[src/rtl/lib_demux_rr.sv]
`default_nettype none
// +----------------------------------------------------------------------------+
// | Module      : lib_demux_rr                                                 |
// | Description : Round-robin stream distributor. Each accepted upstream word  |
// |               is steered to exactly one enabled, free downstream port,     |
// |               chosen by a find-first-set search from a rotating one-hot    |
// |               base. Every port has a one-entry output register.            |
// | Revision    : 1.0 - initial release                                        |
// +----------------------------------------------------------------------------+
module lib_demux_rr #(
    parameter int PORTS_NUMBER = 4,
    parameter int WIDTH        = 8
) (
    input  logic                    clk,
    input  logic                    rst,
    input  logic                    s_valid,
    input  logic [WIDTH-1:0]        s_data,
    output logic                    s_ready,
    input  logic [PORTS_NUMBER-1:0] port_en,
    output logic [PORTS_NUMBER-1:0] m_valid,
    output logic [WIDTH-1:0]        m_data [PORTS_NUMBER],
    input  logic [PORTS_NUMBER-1:0] m_ready,
    output logic [PORTS_NUMBER-1:0] grant_o
);

    localparam logic [PORTS_NUMBER-1:0] c_ONE = PORTS_NUMBER'(1);

    // Isolate the lowest set bit of a vector (zero stays zero).
    function automatic logic [PORTS_NUMBER-1:0] f_lowest(input logic [PORTS_NUMBER-1:0] x);
        return x & (~x + c_ONE);
    endfunction

    logic [PORTS_NUMBER-1:0] m_valid_q;
    logic [WIDTH-1:0]        m_data_q [PORTS_NUMBER];
    logic [PORTS_NUMBER-1:0] grant_q;
    logic [PORTS_NUMBER-1:0] grant_d;
    logic [PORTS_NUMBER-1:0] base_q;
    logic [PORTS_NUMBER-1:0] base_d;

    logic [PORTS_NUMBER-1:0] w_free;
    logic [PORTS_NUMBER-1:0] w_avail;
    logic [PORTS_NUMBER-1:0] w_upper;
    logic [PORTS_NUMBER-1:0] w_sel;
    logic [PORTS_NUMBER-1:0] w_rot;
    logic                    w_fire;

    // A slot is free when empty or draining this cycle, so it can be refilled
    // without a bubble.
    assign w_free  = ~m_valid_q | m_ready;
    assign w_avail = w_free & port_en;
    assign s_ready = |w_avail;
    assign w_fire  = s_valid & s_ready;

    // Candidates at or above the base; base is one-hot so base-1 masks the
    // bits below it. If none exist the search wraps to the lowest candidate.
    assign w_upper = w_avail & ~(base_q - c_ONE);
    assign w_sel   = (|w_upper) ? f_lowest(w_upper) : f_lowest(w_avail);

    // Rotate the chosen port left by one; the top bit wraps to bit 0. The
    // form also degenerates correctly to a constant 1 for a single port.
    assign w_rot = (w_sel << 1) | (w_sel >> (PORTS_NUMBER - 1));

    // Next-state for grant and base: base follows the port actually chosen.
    always_comb begin
        grant_d = '0;
        base_d  = base_q;
        if (w_fire) begin
            grant_d = w_sel;
            base_d  = w_rot;
        end
    end

    // Grant and rotating base registers.
    always_ff @(posedge clk or posedge rst) begin
        if (rst) begin
            grant_q <= '0;
            base_q  <= c_ONE;
        end else begin
            grant_q <= grant_d;
            base_q  <= base_d;
        end
    end

    generate
        for (genvar i = 0; i < PORTS_NUMBER; i++) begin : g_port
            // Per-port output stage: load on selection, otherwise drain on ready.
            always_ff @(posedge clk or posedge rst) begin
                if (rst) begin
                    m_valid_q[i] <= 1'b0;
                    m_data_q[i]  <= '0;
                end else if (w_fire && w_sel[i]) begin
                    m_valid_q[i] <= 1'b1;
                    m_data_q[i]  <= s_data;
                end else if (m_ready[i]) begin
                    m_valid_q[i] <= 1'b0;
                end
            end

            assign m_data[i] = m_data_q[i];
        end
    endgenerate

    assign m_valid = m_valid_q;
    assign grant_o = grant_q;

endmodule
`default_nettype wire

[config.mk]
export PLATFORM = sky130hd
export DESIGN_NAME = lib_demux_rr
export DESIGN_NICKNAME = d
export VERILOG_FILES = /design/src/rtl/lib_demux_rr.sv
export SDC_FILE = /design/constraint.sdc
export NUM_CORES = 1
export LEC_CHECK = 0
export CAP_MARGIN = 10
export CORE_ASPECT_RATIO = 1.5
export CORE_UTILIZATION = 45
export DETAILED_ROUTE_END_ITERATION = 10
export MAX_ROUTING_LAYER = met4
export PLACE_DENSITY = 0.79
export SYNTH_ARGS = -nofsm -noshare
export SYNTH_HDL_FRONTEND = slang
export SYNTH_SLANG_ARGS = --single-unit
export TNS_END_PERCENT = 30
[constraint.sdc]
create_clock -name clk -period 2.4 [get_ports clk]
set_input_delay 0.36 -clock clk [delete_from_list [all_inputs] [get_ports clk]]
set_output_delay 0.36 -clock clk [all_outputs]
set_load 0.05 [all_outputs]
==> results of run 1 <==
[critical path: stages, from the launching register on]
cell and delay, ps:
dfstp_2 590, inv_1 70, ha_1 200, xnor2_1 170, nand3_1 190, a221oi_2 320, buf_4 230, mux2_2 350
[registers in the layout, indices dropped and copies added (netlist names)]
register  count
base_q        4
grant_o       4
m_data       32
m_valid       4
[path summary, 6_finish.rpt]
check | cells after the start | endpoint | start | slack (ps)
setup / recovery | 7 | m_data[15] | base_q[0] | 170
hold / removal | 3 | grant_o[2] | rst | 360
min in group clk | 1 | m_data[4] | m_data[4] | 500
max in group asynchronous | 3 | base_q[0] | rst | 1660
setup reg to reg | 7 | m_data[15] | base_q[0] | 170
hold reg to reg | 1 | m_data[4] | m_data[4] | 500
[cell families after synthesis]
| logic type | share of synthesized area [%] |
|---|---|
| adder cells (fa/ha/maj) | 0.6895 |
| multiplexers | 21.31 |
| flip-flops | 60.76 |
| XOR/XNOR | 0.4828 |
| buffers and inverters | 2.551 |
| AO/OA/AOI/OAI | 6.276 |
| AND/OR/NAND/NOR | 7.931 |
[placed cells by master, fill, tap and decap left out, types with 2 or more instances in the layout]
master / instances
buf_4: 9
dfrtp_1: 43
clkdlybuf4s50_1: 58
a21o_1: 3
nand3_1: 6
nand2_1: 4
mux2_4: 7
a21o_2: 3
inv_1: 5
clkbuf_8: 7
mux2_2: 23
mux2_1: 2
nand2b_1: 3
[layer usage]
metal  global-route usage (%)  up-vias
met5                        -        -
met2                    35.80       55
met4                    8.421        0
met3                    5.905        7
li1                         -      576
met1                    26.41      617
[through the flow]
stage | instances | utilization [%] | hold WS, ps | TNS [ps] | instance area [sq um]
final | 236 | 69.04 | 357.4 | 0 | 2589
after global routing | 236 | 69.04 | 379.3 | 0 | 2589
after CTS | 236 | 69.04 | 366.5 | 0 | 2589
after detailed placement | 229 | 66.47 | 478.2 | -472.9 | 2492
after global placement | 229 | 66.47 | 471.8 | 0 | 2492
after floorplan | 122 | - | 480.3 | 0 | 1814
[cell type report]
type / count / area, sq um / share of cell area (%)
inverters: 6 / 22.52 / 0.8700
multi-input cells: 69 / 665.6 / 25.71
flip-flops and latches: 44 / 1102 / 42.58
well taps: 43 / 53.80 / 2.078
clock buffers: 7 / 96.34 / 3.722
repair buffers: 67 / 648.1 / 25.04
==> flow_metrics.env, run 1 <==
export IMPL_status="finished, final reports clean"
export IMPL_finClkSkew_ps=5.336
export IMPL_synth_most_common_cell="dfrtp_1"
export IMPL_clk_latency_ps=300
export IMPL_async_reset_ff_share_pct=100.0
export IMPL_dp_slack_ps=-73.23
export IMPL_dieArea_sq_um=4295
export IMPL_vias=1255
export IMPL_hold_viol=0
export IMPL_htreeDepth=2
export IMPL_relSlewSlack_pct=64.27
export IMPL_endpoint_kind="flop"
export IMPL_wl_met1_mm=1.710
export IMPL_postCtsSetupBuffers=0
export IMPL_worst_path_max_fanout=7
export IMPL_dr_pass1_iters=5
export IMPL_cts_tree="yes"
export IMPL_n_antenna_cell=0
export IMPL_fmax_mhz=447.6
export IMPL_yosys_warnings=0
export IMPL_tightestPinTransition_ps=534.2
export IMPL_cts_root_buf="clkbuf_8"
export IMPL_area_growth_pct=42.69
export IMPL_final_max_slew_viol_count=0
export IMPL_fp_dieW_um=53.85
export IMPL_layout_setup_ws_ps=165.9
export IMPL_ys_seq_elements=44
export IMPL_netlist_top_cells_area="dfrtp_1 59%, mux2_2 14%, mux2_4 5.8%, nand3_1 1.7%, dfstp_2 1.4%"
export IMPL_numCtsBuffers=5
export IMPL_ys_flop_type="dfrtp_1"
export IMPL_clk_pin_slew_ps=80
export IMPL_cap_violations=0
export IMPL_drt_iter0_drc=41
export IMPL_fp_coreArea_sq_um=3750
export IMPL_ys_seq_area_share_pct=60.76
export IMPL_n_fill_cell=266
export IMPL_setup_worst_path_start_class="flop"
export IMPL_holdBufCountCts=0
export IMPL_finalSetupViolCount=0
export IMPL_crit_type="reg -> reg"
export IMPL_dieHeight_um=79.77
export IMPL_met3_length_um=207
export IMPL_syn_inst=122
export IMPL_synth_common_cells="43 x dfrtp_1, 23 x mux2_2, 7 x mux2_4"
export IMPL_cts_max_path_buffers=2
export IMPL_grt_overflow=0
export IMPL_cts_sinks=44
export IMPL_drc_errors=0
export IMPL_arrival_ps=2420
export IMPL_drtAntennaViolNets=0
export IMPL_synth_top_area_cell="dfrtp_1"
export IMPL_avgSynthCellArea_sq_um=14.87
export IMPL_grt_start_max_net_pins=31
export IMPL_worstPathRequired_ps=2590
export IMPL_period_minus_slack_ps=2234
export IMPL_viasPerCell=5.318
export IMPL_top_layer_used="met4"
export IMPL_nNetsFinal=213
export IMPL_antenna_found_initial=0
export IMPL_wire_per_inst_um=17.29
export IMPL_start_util_pct=48.38
export IMPL_place_gp_congestion=0.7704
export IMPL_grt_usage_pct=22.40
export IMPL_cts_resized_gates=0
export IMPL_grt_pass1_wl_mm=6.417
export IMPL_drive_above_1_share_pct=29.53
export IMPL_grt_pass1_vias=1373
export IMPL_syn_area_sq_um=1814
export IMPL_rows=27
export IMPL_post_dp_hpwl_mm=2.920
export IMPL_dr_wl_met2_mm=2.087
export IMPL_ys_types=32
export IMPL_timing_final_crit_share_pct=93.09
export IMPL_synth_edf_count=0
export IMPL_yosysTopAreaCellShare_pct=59.31
export IMPL_syn_nets=142
export IMPL_io_pin_count=60
export IMPL_finalWirelength_mm=4.080
export IMPL_hold_path_class="in -> async"
export IMPL_rsz0062_at_grt="no"
export IMPL_io_buffers=59
Power of run 1 is not shown: default switching activity piles up to over one toggle a cycle in this logic, so the estimate is an artifact.
==> run 2, diff against run 1 <==
--- a/config.mk
+++ b/config.mk
@@ -11,6 +11,8 @@
 export DETAILED_ROUTE_END_ITERATION = 10
 export MAX_ROUTING_LAYER = met4
 export PLACE_DENSITY = 0.79
+export SETUP_SLACK_MARGIN = 0.5
+export SLEW_MARGIN = 10
 export SYNTH_ARGS = -nofsm -noshare
 export SYNTH_HDL_FRONTEND = slang
 export SYNTH_SLANG_ARGS = --single-unit
==> flow_metrics.env, run 2 (synthesis gave the netlist of run 1 again) <==
export IMPL_grt_pass1_wl_mm=7.038
export IMPL_hold_path_class="reg -> reg"
export IMPL_endpoint_kind="flop"
export IMPL_post_dp_hpwl_mm=2.908
export IMPL_stdcell_count=247
export IMPL_cp_cell_sequence="or4_4, nand4_4, nand4_1, a221oi_2, buf_4, mux2_4"
export IMPL_place_gp_congestion=0.8923
export IMPL_viasPerCell=5.308
export IMPL_dieHeight_um=79.77
export IMPL_rows=27
export IMPL_status="finished, final reports clean"
export IMPL_critical_path_buf_inv_count=1
export IMPL_drc_errors=0
export IMPL_grt_usage_pct=24.29
export IMPL_cts_sinks=44
export IMPL_crit_type="reg -> reg"
export IMPL_finalWirelength_mm=4.362
export IMPL_nNetsFinal=223
export IMPL_vias=1311
export IMPL_period_minus_slack_ps=2098
export IMPL_io_pin_count=60
export IMPL_htreeDepth=2
export IMPL_numCtsBuffers=5
export IMPL_cts_tree="yes"
export IMPL_fp_dieW_um=53.85
export IMPL_timing_final_crit_share_pct=87.41
export IMPL_wire_per_inst_um=17.66
export IMPL_setup_worst_path_start_class="flop"
export IMPL_n_antenna_cell=0
export IMPL_cts_root_buf="clkbuf_8"
export IMPL_final_common_cell="clkdlybuf4s50_1"
export IMPL_crit_slowest_cell="or4_4"
export IMPL_io_buffers=59
export IMPL_dieArea_sq_um=4295
export IMPL_grt_overflow=0
export IMPL_cp_top_family="simple AND/OR/NAND/NOR gates"
export IMPL_drt_iter0_drc=17
export IMPL_finalSetupViolCount=0
export IMPL_clk_latency_ps=290
export IMPL_max_stage_delay_ps=560
export IMPL_fp_coreArea_sq_um=3750
export IMPL_hold_viol=0
export IMPL_drtAntennaViolNets=0
export IMPL_holdBufCountCts=0
export IMPL_placed_cell_area_sq_um=2504
export IMPL_antenna_found_initial=0
export IMPL_worstPathRequired_ps=2580
export IMPL_cts_max_path_buffers=2
export IMPL_fmax_mhz=476.7
export IMPL_drive_above_1_share_pct=40.20
export IMPL_final_max_slew_viol_count=0
export IMPL_arrival_ps=2270
export IMPL_grt_pass1_vias=1415
export IMPL_dp_cells=229
export IMPL_relSlewSlack_pct=63.96
export IMPL_worst_path_max_fanout=6
export IMPL_grt_start_max_net_pins=45
export IMPL_dr_pass1_iters=4
export IMPL_clk_pin_slew_ps=80
export IMPL_finClkSkew_ps=2.115
export IMPL_final_cell_mix="54 x clkdlybuf4s50_1, 40 x dfrtp_1, 17 x mux2_2"
export IMPL_largest_register_ffs=32
export IMPL_area_growth_pct=54.00
export IMPL_rsz0062_at_grt="yes"
export IMPL_setup_tns_ps=0
export IMPL_tightestPinTransition_ps=540.6
export IMPL_cap_violations=0
export IMPL_start_util_pct=48.38
export IMPL_fin_area_sq_um=2794
-- run 2: what timing repair did --
item,in CTS,in global routing
pin swaps,9,1
resized for setup,27,2
setup buffers,9,0
endpoints found under the setup margin,37,40
cloned,1,0
-- run 2: stage by stage --
stage / setup slack [ps] / hold slack, ps / utilization (%)
floorplan: 295.6 / 480.3 / -
global placement: 26.77 / 482.5 / 66.77
detailed placement: 19.84 / 475.9 / 66.77
CTS: 295.3 / 492.9 / 74.21
global route: 212.9 / 514.2 / 74.51
finish: 302.0 / 488.6 / 74.51
-- run 2: worst reg2reg max path, cell delays in order, from the launching register on --
cell      delay [ps]
dfrtp_1          380
or4_4            560
nand4_4          100
nand4_1          130
a221oi_2         270
buf_4            230
mux2_4           310
-- run 2: layout make-up --
type / instances / area (sq um)
tap: 43 / 53.80
multi-input combinational: 70 / 799.5
sequential: 44 / 1106
clock inverter: 1 / 7.507
fill: 249 / 955.9
timing repair buffer: 76 / 718.2
clock buffer: 7 / 86.33
inverter: 6 / 22.52
-- run 2: routing by layer --
| metal | track usage, % | part of all wire (%) |
|---|---|---|
| met1 | 28.28 | 39 |
| met2 | 40.12 | 55 |
| met3 | 5.143 | 5.2 |
| met4 | 8.684 | 1.4 |
| met5 | - | 0 |
-- run 2: worst paths after layout --
check | from | end | slack, ps | cells after the start
min in group asynchronous | rst | m_data[15] | 510 | 3
max in group asynchronous | rst | m_valid[1] | 1490 | 3
setup reg to reg | base_q[1] | m_data[12] | 300 | 6
hold / removal | m_data[6] | m_data[6] | 490 | 1
hold reg to reg | m_data[6] | m_data[6] | 490 | 1
setup / recovery | base_q[1] | m_data[12] | 300 | 6
Power of run 2 is left out for the same reason.
==> run 3, diff against run 2 <==
--- a/config.mk
+++ b/config.mk
@@ -11,8 +11,9 @@
 export DETAILED_ROUTE_END_ITERATION = 10
 export MAX_ROUTING_LAYER = met4
 export PLACE_DENSITY = 0.79
+export RECOVER_POWER = 50
 export SETUP_SLACK_MARGIN = 0.5
-export SLEW_MARGIN = 10
+export SLEW_MARGIN = 0
 export SYNTH_ARGS = -nofsm -noshare
 export SYNTH_HDL_FRONTEND = slang
 export SYNTH_SLANG_ARGS = --single-unit
==> flow_metrics.env, run 3 (synthesis gave the netlist of run 1 again) <==
export IMPL_status="finished, final reports clean"
export IMPL_dp_cells=229
export IMPL_final_cell_mix="40 x dfrtp_1, 37 x clkdlybuf4s50_1, 17 x mux2_2, 17 x dlygate4sd3_1, 15 x buf_4"
export IMPL_drc_errors=0
export IMPL_numCtsBuffers=5
export IMPL_cts_root_buf="clkbuf_8"
export IMPL_n_antenna_cell=0
export IMPL_place_gp_congestion=0.8923
export IMPL_post_dp_hpwl_mm=2.908
export IMPL_arrival_ps=2340
export IMPL_endpoint_kind="flop"
export IMPL_rsz0062_at_grt="yes"
export IMPL_worst_path_max_fanout=7
export IMPL_finalSetupViolCount=0
export IMPL_dieArea_sq_um=4295
export IMPL_post_route_util_pct=74.31
export IMPL_finalWirelength_mm=4.392
export IMPL_largest_register_ffs=32
export IMPL_relSlewSlack_pct=30.00
export IMPL_vias=1319
export IMPL_setup_tns_ps=0
export IMPL_period_minus_slack_ps=2158
export IMPL_rows=27
export IMPL_wire_per_inst_um=17.78
export IMPL_htreeDepth=2
export IMPL_cts_tree="yes"
export IMPL_clk_latency_ps=290
export IMPL_reg2reg_from="base_q[0]"
export IMPL_timing_rr_end="m_data[16]"
export IMPL_fmax_mhz=463.4
export IMPL_area_growth_pct=53.59
export IMPL_tightestPinTransition_ps=1050
export IMPL_grt_pass1_vias=1415
export IMPL_cts_sinks=44
export IMPL_stdcell_count=247
export IMPL_hp_start="m_data[6]"
export IMPL_drtAntennaViolNets=0
export IMPL_io_buffers=59
export IMPL_setup_worst_path_start_class="flop"
export IMPL_holdBufCountCts=0
export IMPL_grt_pass1_wl_mm=7.038
export IMPL_nNetsFinal=223
export IMPL_worst_r2r_path_depth=8
export IMPL_crit_type="reg -> reg"
export IMPL_worstPathRequired_ps=2580
export IMPL_clk_pin_slew_ps=80
export IMPL_io_pin_count=60
export IMPL_grt_start_max_net_pins=45
export IMPL_start_util_pct=48.38
export IMPL_grt_overflow=0
export IMPL_dieHeight_um=79.77
export IMPL_viasPerCell=5.340
export IMPL_drt_iter0_drc=16
export IMPL_hold_path_class="reg -> reg"
export IMPL_hold_viol=0
export IMPL_worst_r2r_setup_slack_ps=240
export IMPL_cts_max_path_buffers=2
export IMPL_final_max_slew_viol_count=0
export IMPL_grt_usage_pct=24.29
export IMPL_hold_end="m_data[6]"
export IMPL_dr_pass1_iters=4
export IMPL_hold_depth=1
export IMPL_drive_above_1_share_pct=39.71
export IMPL_fp_coreArea_sq_um=3750
export IMPL_final_common_cell="dfrtp_1"
export IMPL_fp_dieW_um=53.85
export IMPL_timing_final_crit_share_pct=89.92
export IMPL_antenna_found_initial=0
export IMPL_cap_violations=0
export IMPL_finClkSkew_ps=3.612
## run 3: metal layers
metal	wire, um	track usage [%]	vias to the layer above
met5	0	-	-
li1	-	-	597
met2	2374	40.12	49
met4	65	8.684	0
met1	1708	28.28	667
met3	243	5.143	6
## run 3: final cells by class
class                           count  area (sq um)
Clock inverter                      1         7.507
Clock buffer                        7         86.33
Sequential cell                    44          1106
Timing Repair Buffer               76         715.7
Fill cell                         250         963.4
Inverter                            6         22.52
Tap cell                           43         53.80
Multi-Input combinational cell     70         794.5
## run 3: repair_timing
action / CTS / global route
pin swaps: 9 / 1
gates resized for setup: 27 / 2
gates cloned: 1 / 0
setup endpoints to repair: 37 / 40
buffers inserted: 9 / 0
## run 3: stage by stage
stage          hold slack, ps  instance area, sq um  setup WS (ps)
2_1_floorplan           480.3                  1826          295.6
3_3_place_gp            482.5                  2504          26.77
3_5_place_dp            475.9                  2504          19.84
4_1_cts                 492.9                  2783          295.3
5_1_grt                 514.2                  2786          141.6
6_report                483.9                  2786          242.0
## run 3: worst max-delay path, cell delays in order (launching register included)
cell	delay, ps
dfstp_2	390
buf_4	150
o31ai_1	450
nand4_4	180
buf_4	170
a32oi_1	180
nor2_1	80
buf_4	180
mux2_2	280
## run 3: worst max-delay path by stage
stage,from,to,slack [ps],cells past startpoint
finish,base_q[0],m_data[16],240,8
global route,base_q[0],m_data[16],140,8
CTS,base_q[1],m_data[12],300,6
detailed placement,m_ready[2],m_data[5],20,7
global placement,m_ready[2],m_data[0],30,7
floorplan,m_valid[2],m_data[0],300,6
Power of run 3 is left out for the same reason.
